**src/rtl/branch_pkg.sv**
```systemverilog
// Shared constants, state encoding and counter helper for the branch resolution unit.
// Imported by branch_cmp and branch_unit.
package branch_pkg;

    localparam logic [6:0] BR_OPCODE = 7'b1100011;

    localparam logic [2:0] F3_BEQ  = 3'b000;
    localparam logic [2:0] F3_BNE  = 3'b001;
    localparam logic [2:0] F3_BLT  = 3'b100;
    localparam logic [2:0] F3_BGE  = 3'b101;
    localparam logic [2:0] F3_BLTU = 3'b110;
    localparam logic [2:0] F3_BGEU = 3'b111;

    typedef enum logic [1:0] {
        IDLE = 2'd0,
        EVAL = 2'd1,
        RESP = 2'd2
    } state_e;

    localparam logic [1:0] SNT = 2'b00;
    localparam logic [1:0] WNT = 2'b01;
    localparam logic [1:0] WT  = 2'b10;
    localparam logic [1:0] ST  = 2'b11;

    // Two-bit saturating counter step; never wraps past ST or SNT.
    function automatic logic [1:0] cnt_next(input logic [1:0] cnt, input logic taken);
        logic [1:0] nxt;
        case (cnt)
            SNT:     nxt = taken ? WNT : SNT;
            WNT:     nxt = taken ? WT  : SNT;
            WT:      nxt = taken ? ST  : WNT;
            default: nxt = taken ? ST  : WT;
        endcase
        return nxt;
    endfunction

endpackage

```
**src/rtl/branch_cmp.sv**
```systemverilog
// B-type condition evaluator: purely combinational, no state, no flow control.
// funct3 010/011 report illegal with cond_true held low.
module branch_cmp
    import branch_pkg::*;
#(
    parameter int XLEN = 32
) (
    input  logic [2:0]      funct3,
    input  logic [XLEN-1:0] a,
    input  logic [XLEN-1:0] b,
    output logic            cond_true,
    output logic            illegal
);

    always_comb begin
        cond_true = 1'b0;
        illegal   = 1'b0;
        case (funct3)
            F3_BEQ:  cond_true = (a == b);
            F3_BNE:  cond_true = (a != b);
            F3_BLT:  cond_true = ($signed(a) <  $signed(b));
            F3_BGE:  cond_true = ($signed(a) >= $signed(b));
            F3_BLTU: cond_true = (a <  b);
            F3_BGEU: cond_true = (a >= b);
            default: illegal   = 1'b1;
        endcase
    end

endmodule

```
**src/rtl/branch_unit.sv**
```systemverilog
// Branch resolution with BHT prediction; result two cycles after accept, one request per three cycles.
// req_ready only in IDLE; the result pulse cannot be stalled and res_* hold until the next result.
module branch_unit
    import branch_pkg::*;
#(
    parameter int         XLEN      = 32,
    parameter int         BHT_DEPTH = 64,
    parameter logic [1:0] CNT_RESET = WNT
) (
    input  logic            clk,
    input  logic            rst_n,
    input  logic            req_valid,
    output logic            req_ready,
    input  logic [6:0]      op,
    input  logic [2:0]      funct3,
    input  logic            branch,
    input  logic [XLEN-1:0] rs1_val,
    input  logic [XLEN-1:0] rs2_val,
    input  logic [XLEN-1:0] pc,
    input  logic [XLEN-1:0] imm,
    input  logic [XLEN-1:0] pred_pc,
    output logic            pred_taken,
    output logic            res_valid,
    output logic            res_taken,
    output logic [XLEN-1:0] res_target,
    output logic            res_mispredict,
    output logic            res_illegal
);

    localparam int IDX_W = $clog2(BHT_DEPTH);

    typedef struct packed {
        logic [6:0]      op;
        logic [2:0]      funct3;
        logic            branch;
        logic [XLEN-1:0] rs1;
        logic [XLEN-1:0] rs2;
        logic [XLEN-1:0] pc;
        logic [XLEN-1:0] imm;
    } req_t;

    typedef struct packed {
        logic            taken;
        logic [XLEN-1:0] target;
        logic            mispredict;
        logic            illegal;
    } res_t;

    state_e          state_q, state_d;
    req_t            req_q, req_d;
    res_t            res_q, res_d;
    logic            pred_q, pred_d;
    logic            upd_q, upd_d;
    logic [1:0]      bht_q [BHT_DEPTH];
    logic [1:0]      bht_d [BHT_DEPTH];

    logic [IDX_W-1:0] acc_idx, upd_idx, look_idx;
    logic             cond_true, cmp_illegal;
    logic             is_br, legal_br, br_taken;
    logic [XLEN-1:0]  sum_taken, sum_seq;
    logic             unused_pred_bits;

    branch_cmp #(.XLEN(XLEN)) u_cmp (
        .funct3    (req_q.funct3),
        .a         (req_q.rs1),
        .b         (req_q.rs2),
        .cond_true (cond_true),
        .illegal   (cmp_illegal)
    );

    assign acc_idx  = pc[IDX_W+1:2];
    assign upd_idx  = req_q.pc[IDX_W+1:2];
    assign look_idx = pred_pc[IDX_W+1:2];
    assign unused_pred_bits = ^{pred_pc[XLEN-1:IDX_W+2], pred_pc[1:0]};

    assign is_br     = (req_q.op == BR_OPCODE) && req_q.branch;
    assign legal_br  = is_br && !cmp_illegal;
    assign br_taken  = legal_br && cond_true;
    assign sum_taken = req_q.pc + req_q.imm;
    assign sum_seq   = req_q.pc + XLEN'(4);

    // Lookup reads the registered array, so an update in RESP is seen only from the next cycle.
    assign pred_taken     = bht_q[look_idx][1];
    assign req_ready      = (state_q == IDLE);
    assign res_valid      = (state_q == RESP);
    assign res_taken      = res_q.taken;
    assign res_target     = res_q.target;
    assign res_mispredict = res_q.mispredict;
    assign res_illegal    = res_q.illegal;

    always_comb begin
        state_d = state_q;
        req_d   = req_q;
        res_d   = res_q;
        pred_d  = pred_q;
        upd_d   = upd_q;
        bht_d   = bht_q;
        case (state_q)
            IDLE: begin
                if (req_valid) begin
                    req_d.op     = op;
                    req_d.funct3 = funct3;
                    req_d.branch = branch;
                    req_d.rs1    = rs1_val;
                    req_d.rs2    = rs2_val;
                    req_d.pc     = pc;
                    req_d.imm    = imm;
                    pred_d       = bht_q[acc_idx][1];
                    state_d      = EVAL;
                end
            end
            EVAL: begin
                res_d.taken      = br_taken;
                res_d.target     = br_taken ? sum_taken : sum_seq;
                res_d.mispredict = legal_br && (pred_q ^ br_taken);
                res_d.illegal    = is_br && cmp_illegal;
                upd_d            = legal_br;
                state_d          = RESP;
            end
            RESP: begin
                if (upd_q) begin
                    bht_d[upd_idx] = cnt_next(bht_q[upd_idx], res_q.taken);
                end
                state_d = IDLE;
            end
            default: state_d = IDLE;
        endcase
    end

    always_ff @(posedge clk) begin
        if (!rst_n) begin
            state_q <= IDLE;
            req_q   <= '0;
            res_q   <= '0;
            pred_q  <= 1'b0;
            upd_q   <= 1'b0;
            for (int i = 0; i < BHT_DEPTH; i++) begin
                bht_q[i] <= CNT_RESET;
            end
        end else begin
            state_q <= state_d;
            req_q   <= req_d;
            res_q   <= res_d;
            pred_q  <= pred_d;
            upd_q   <= upd_d;
            bht_q   <= bht_d;
        end
    end

endmodule

```
**config.mk**
```make
export PLATFORM = sky130hd
export DESIGN_NAME = branch_unit
export DESIGN_NICKNAME = d
export VERILOG_FILES = /design/src/rtl/branch_pkg.sv /design/src/rtl/branch_cmp.sv /design/src/rtl/branch_unit.sv
export SDC_FILE = /design/constraint.sdc
export NUM_CORES = 1
export LEC_CHECK = 0
export BUFFER_PORTS_ARGS = -buffer_cell sky130_fd_sc_hd__buf_2
export CAP_MARGIN = 20
export CORE_ASPECT_RATIO = 1.5
export CORE_MARGIN = 2
export CORE_UTILIZATION = 42
export CTS_BUF_LIST = sky130_fd_sc_hd__clkbuf_8
export DETAILED_ROUTE_END_ITERATION = 10
export PLACE_DENSITY = 0.63
export SLEW_MARGIN = 20
export SYNTH_ARGS = -nofsm -noshare
export SYNTH_HDL_FRONTEND = slang
export SYNTH_SLANG_ARGS = --single-unit
export TNS_END_PERCENT = 5
```
**constraint.sdc**
```tcl
create_clock -name clk -period 3.6 [get_ports clk]
set_input_delay 0.72 -clock clk [delete_from_list [all_inputs] [get_ports clk]]
set_output_delay 0.72 -clock clk [all_outputs]
set_load 0.02 [all_outputs]
```
After elaboration in Yosys (flattened, before gate mapping)
Index checks and enable logic that the tools add are counted.
{"block": "totals", "register_bits": 306, "in_bits": 174, "out_inout_bits": 38, "elab_cells": 141}
{"block": "classes", "n_addsub": 2, "n_lt_le_gt_ge": 8, "n_eq_ne": 13, "n_mux": 24, "n_bitwise": 4, "reduce_logical": 12}
{"cell": "128-bit bitwise mux", "n": 1}
{"cell": "32-bit >= comparator", "n": 2}
{"cell": "32-bit less-than comparator", "n": 2}
{"cell": "2-bit binary-select mux with 6-bit select", "n": 3}
{"cell": "32-bit by 3-bit adder with 32-bit output, second input constant", "n": 1}
{"cell": "32-bit adder", "n": 1}
{"cell": "32-bit == test", "n": 1}
{"cell": "32-bit 2-to-1 mux", "n": 1}
{"cell": "32-bit inequality test", "n": 1}
{"cell": "2-bit 2-to-1 mux", "n": 12}
{"cell": "7-bit >= comparator, second input constant", "n": 3}
{"cell": "6-bit inverter with 7-bit output", "n": 3}
{"cell": "2-bit demux with 6-bit select", "n": 1}
{"cell": "3-bit == test, second input constant", "n": 4}
{"cell": "7-bit == test, second input constant", "n": 1}
{"cell": "7-bit by 1-bit less-than comparator with 1-bit output, second input constant", "n": 1}
{"cell": "1-bit logical AND", "n": 6}
{"cell": "1-bit case mux with 6 select lines", "n": 1}
{"cell": "2-bit case mux with 3 select lines", "n": 1}
{"cell": "6-bit OR reduction", "n": 1}
{"cell": "2-bit by 1-bit == test with 1-bit output, second input constant", "n": 2}
{"cell": "2-bit == test, second input constant", "n": 2}
{"cell": "2-bit zero test", "n": 2}
{"cell": "2-bit case mux with 2 select lines", "n": 1}
{"cell": "other kinds (6)", "n": 9}

Depth between registers and ports, before layout
{"block": "depth", "word_depth": 9, "ltp_mapped": 14, "ltp_nobuf": 13}

Cells and area by module
A second synthesis with hierarchy kept.
{"block": "unflattened", "hier_cells": 1976, "area_unflattened_um2": 16388.2}
{"mod": "branch_unit", "n_inst": 1, "cells_each": 1847, "area_per_inst_um2": 15458.6, "seq_area_each_um2": 6125.9}
{"mod": "branch_cmp", "n_inst": 1, "cells_each": 129, "area_per_inst_um2": 929.6, "seq_area_each_um2": 0.0}

Worst setup path before layout
Ideal clock, no wire load.
{"block": "synth_timing", "kind": "input port to output port", "startpoint": "input pred_pc[2]", "endpoint": "output pred_taken", "t_arrival_ns": 3.201, "required_time_ns": 2.880, "path_slack_ns": -0.321, "stages": 5, "n_path_buf": 2, "path_cell_list": "clkbuf_1 > buf_1 > mux4_2 > mux4_2 > mux4_2"}
{"block": "synth_between", "elab_chain_cells": 4}
{"element": "start: declaration", "line_no": "branch_unit.sv:21", "text": "input logic [XLEN-1:0] pred_pc,"}
{"element": "6-bit inverter with 7-bit output (implied by the code)", "line_no": "branch_unit.sv:83", "text": "assign pred_taken = bht_q[look_idx][1];"}
{"element": "2-bit binary-select mux with 6-bit select", "line_no": "branch_unit.sv:83"}
{"element": "2-bit 2-to-1 mux (implied by the code) (2 in series)", "line_no": "branch_unit.sv:83"}
{"element": "end: declaration", "line_no": "branch_unit.sv:22", "text": "output logic pred_taken,"}
Every way passes these cells. The select of a mux whose other input is x is not followed.

Final worst setup path
Same ends and word-level chain as after synthesis.

==> impl_metrics.prom <==
# TYPE chip_impl_metric gauge
chip_impl_info{name="run_status",value="completed"} 1
chip_impl_metric{name="post_cts_setup_buffer_count",unit=""} 0
chip_impl_metric{name="place_hpwl",unit="microns"} 33550
chip_impl_metric{name="placed_cells",unit=""} 2628
chip_impl_metric{name="synth-warning-count",unit=""} 0
chip_impl_metric{name="floorplan.die.height",unit="microns"} 247.2
chip_impl_metric{name="worst-r2r-cell-count",unit=""} 13
chip_impl_info{name="synth_largest_area_cell",value="dfxtp_1"} 1
chip_impl_metric{name="timing.fmax",unit="GHz"} 0.2921
chip_impl_metric{name="postLayoutSetupSlackWorst",unit="ns"} 0.1770
chip_impl_metric{name="yosysUniqueCellTypes",unit=""} 68
chip_impl_metric{name="ys_ff_latch",unit=""} 306
chip_impl_metric{name="finish.cell_count_without_fillers",unit=""} 2717
chip_impl_metric{name="wl_per_cell",unit="microns"} 17.68
chip_impl_metric{name="worst_reg2reg_setup_slack",unit="ns"} 0.23
chip_impl_metric{name="setup-tns-final",unit="ns"} 0
chip_impl_metric{name="timing.final.hold_violations",unit=""} 0
chip_impl_metric{name="power_per_cell_area",unit="nW/um^2"} 409.6
chip_impl_metric{name="finalWorstPathRequiredPeriod",unit="ns"} 3.423
chip_impl_metric{name="dpl_worst_slack",unit="ns"} 0.1256
chip_impl_metric{name="io_pins",unit=""} 212
chip_impl_metric{name="grt-ovfl-total",unit=""} 0
chip_impl_metric{name="clock_tree.buffer_depth",unit=""} 3
chip_impl_metric{name="ctsHoldBuffers",unit=""} 0
chip_impl_info{name="hp-class",value="in -> reg"} 1
chip_impl_info{name="critPathLaunchType",value="input pin"} 1
chip_impl_metric{name="avgSynthCellArea",unit="sq um"} 8.097
chip_impl_metric{name="fp-row-count",unit=""} 89
chip_impl_metric{name="drc",unit=""} 0
chip_impl_metric{name="reported_leakage_power",unit="nW"} 7.283
chip_impl_metric{name="finalSetupViolCount",unit=""} 0
chip_impl_metric{name="filler_cell_count",unit=""} 3833
chip_impl_info{name="ys.flop_type",value="dfxtp_1"} 1
chip_impl_metric{name="route.detailed.vias_per_inst",unit=""} 5.614
chip_impl_info{name="r2r-start",value="req_q[32]"} 1
chip_impl_metric{name="grt_pass1_wl",unit="microns"} 75870
chip_impl_metric{name="cts_num_sinks",unit=""} 306
chip_impl_metric{name="synth_edf_count",unit=""} 0
chip_impl_metric{name="antenna_found_initial",unit=""} 2
chip_impl_metric{name="grt_pass1_vias",unit=""} 14390
chip_impl_metric{name="final_layout_size_suffix_gt1_share",unit="%"} 16.84
chip_impl_metric{name="cp_data_arrival_time",unit="ns"} 2.70
chip_impl_metric{name="power",unit="mW"} 7.794
chip_impl_metric{name="worst_slew_slack_as_a_fraction_of_its_limit",unit="%"} 35.37
chip_impl_info{name="worstHoldEndpoint",value="req_q[18]"} 1
chip_impl_metric{name="worst_ep_required",unit="ns"} 2.88
chip_impl_metric{name="place.port_buffers",unit=""} 185
chip_impl_info{name="crit_type",value="in -> out"} 1
chip_impl_metric{name="core_area",unit="sq um"} 39090
chip_impl_metric{name="chipWidth",unit="microns"} 166.1
chip_impl_metric{name="htree_levels",unit=""} 2
chip_impl_metric{name="ys_seq_area_share",unit="%"} 37.00
chip_impl_info{name="clockRootBuffer",value="clkbuf_8"} 1
chip_impl_metric{name="grt_max_degree",unit=""} 179
chip_impl_metric{name="cts_buffers",unit=""} 50
chip_impl_info{name="grt_setup_unrepaired",value="no"} 1
chip_impl_info{name="holdCritStartpoint",value="imm[18]"} 1
chip_impl_metric{name="start_util",unit="%"} 42.36
chip_impl_metric{name="clkSlewWorstSetupHoldPaths",unit="ns"} 0.06
chip_impl_metric{name="floorplan.die_area",unit="sq um"} 41060
chip_impl_info{name="synth_area_leaders",value="dfxtp_1 (37%), nand2_1 (10%), a21boi_0 (6.4%)"} 1
chip_impl_metric{name="final.hold.worst_slack",unit="ns"} 0.3644
chip_impl_metric{name="grt_usage",unit="%"} 22.75
chip_impl_metric{name="drt_pass1_iterations",unit=""} 5
chip_impl_metric{name="power.ir.vdd_worst",unit="mV"} 0.3753
chip_impl_info{name="rr_endpoint",value="res_target[28]"} 1
chip_impl_metric{name="count_of_vias_placed_by_the_detailed_router",unit=""} 15250
chip_impl_info{name="timing.critical_path.to_type",value="primary output"} 1
chip_impl_metric{name="drv_cap",unit=""} 0
chip_impl_metric{name="synthesis.nets",unit=""} 2284
chip_impl_metric{name="worst-slew-pin-transition",unit="ns"} 0.9672
chip_impl_metric{name="ant_nets",unit=""} 0
chip_impl_metric{name="worst_hold_path.num_cells",unit=""} 3
chip_impl_metric{name="syn2layout_area_growth",unit="%"} 14.92
chip_impl_metric{name="finalCritPeriodShare",unit="%"} 95.08
chip_impl_metric{name="fin_worst_skew",unit="ns"} 0.03570
chip_impl_metric{name="drt-initial-drc-count",unit=""} 1408
chip_impl_metric{name="gp_congestion",unit=""} 0.9540
chip_impl_metric{name="biggest_fanout_along_the_worst_timing_path",unit=""} 16
chip_impl_metric{name="postSynthCellCount",unit=""} 2045
chip_impl_metric{name="number_of_slew_limit_violations_in_the_final_report",unit=""} 0
chip_impl_metric{name="nets_final",unit=""} 2419
chip_impl_metric{name="netlist_area",unit="sq um"} 16560
chip_impl_info{name="cts_tree",value="yes"} 1
chip_impl_metric{name="area_share_of_the_largest_cell_type_after_synthesis",unit="%"} 37.00
chip_impl_metric{name="async_reset_ff_share",unit="%"} 0
chip_impl_metric{name="clock_latency_at_the_later_pin_of_the_worst_skew_pair",unit="ns"} 0.61
chip_impl_metric{name="route.final.wire_length",unit="microns"} 48050
-- cell usage after synthesis (6+ instances only) --
cell type	n
o21a_1	8
ha_1	64
nand3_1	104
a21o_1	10
o21ai_1	29
and3_1	13
xor2_1	18
a22o_1	13
nor3_1	62
buf_2	25
a22oi_1	44
and4_1	8
nand4_1	17
mux4_2	42
nor2_1	149
inv_1	45
a21oi_1	91
dfxtp_1	306
nor2b_1	10
or3_1	7
xnor2_1	36
and2_1	10
clkbuf_1	112
nand2b_1	7
o21ai_0	67
a31oi_1	14
a21boi_0	141
nor3b_1	66
a221oi_1	10
mux2i_1	6
nand2_1	439
-- layout by cell type (no fill, tap or decap), types with 13 or more instances in the layout --
cell type,count
nand2_1,438
dfxtp_1,306
buf_2,184
nor2_1,149
a21boi_0,141
nand3_1,104
a21oi_1,91
o21ai_0,67
nor3b_1,66
clkbuf_8,65
ha_1,64
nor3_1,62
inv_1,60
a22oi_1,44
mux4_2,42
buf_4,40
xnor2_1,36
o21ai_1,29
xor2_1,18
nand4_1,17
a31oi_1,14
and3_1,13
a22o_1,13
-- state kept, by name (all words and copies together) (netlist names) --
register,flops
res_target,32
res_mispredict,1
req_q,139
res_illegal,1
res_taken,1
bht_q,128
upd_q,1
state_q,2
pred_q,1
-- power by group --
part           total [mW]  internal [mW]  switching, mW
Combinational       0.974          0.396          0.579
Clock                3.24           1.82           1.42
Sequential           3.58           3.50         0.0843
Total                7.79           5.71           2.08
-- worst max-delay path: stages --
cell and delay [ns]:
buf_2 0.10, buf_12 0.18, mux4_2 0.53, mux4_2 0.49, mux4_2 0.50, buf_2 0.18
-- through the flow --
step / utilization [%] / area [sq um]
2_1_floorplan: - / 16560
3_3_place_gp: 45.94 / 17950
3_5_place_dp: 45.94 / 17950
4_1_cts: 48.66 / 19020
5_1_grt: 48.69 / 19030
6_report: 48.69 / 19030
-- routing by layer --
metal  vias up  GRT usage (%)  wire (microns)
met5         -              0               0
met4         0          10.38            2029
met3       138          3.009            2633
met2       540          40.94           24130
met1      7147          26.89           19260
li1       7429              -               -
-- repair_timing --
action                                  in CTS  in global routing
endpoints found under the hold margin        0                  0
endpoints found under the setup margin       0                  4
resized for setup                            0                  2
-- layout make-up --
| class | count | area, sq um | share of cell area, % |
|---|---|---|---|
| clock inverters | 22 | 168.9 | 0.8876 |
| flip-flops and latches | 306 | 6126 | 32.19 |
| diodes | 2 | 5.005 | 0.02630 |
| repair buffers | 234 | 1413 | 7.423 |
| well taps | 500 | 625.6 | 3.288 |
| clock buffers | 65 | 894.6 | 4.701 |
| multi-input cells | 1543 | 9628 | 50.60 |
| inverters | 45 | 168.9 | 0.8876 |
-- worst max path at each step --
stage,start,to,slack (ns)
2_1_floorplan,pred_pc[2],pred_taken,0.02
6_report,pred_pc[2],pred_taken,0.18
3_5_place_dp,req_q[95],res_target[31],0.13
5_1_grt,req_q[32],res_target[30],0.01
3_3_place_gp,pred_pc[2],pred_taken,0.21
4_1_cts,req_q[95],res_target[31],0.11
-- kinds of logic (layout without fill, tap and decap cells) --
group           Yosys count  count (layout)  synth area share [%]
simple gates            910             910                 25.28
compound gates          462             462                 18.60
xor+xnor                 54              54                 2.856
mux                      50              50                 6.211
other cells               0               2                     0
buf+inv                 196             366                 4.972
flops                   306             306                 37.00
fa+ha+maj                67              67                 5.078
No activity file was read; power rests on OpenSTA's default activity.
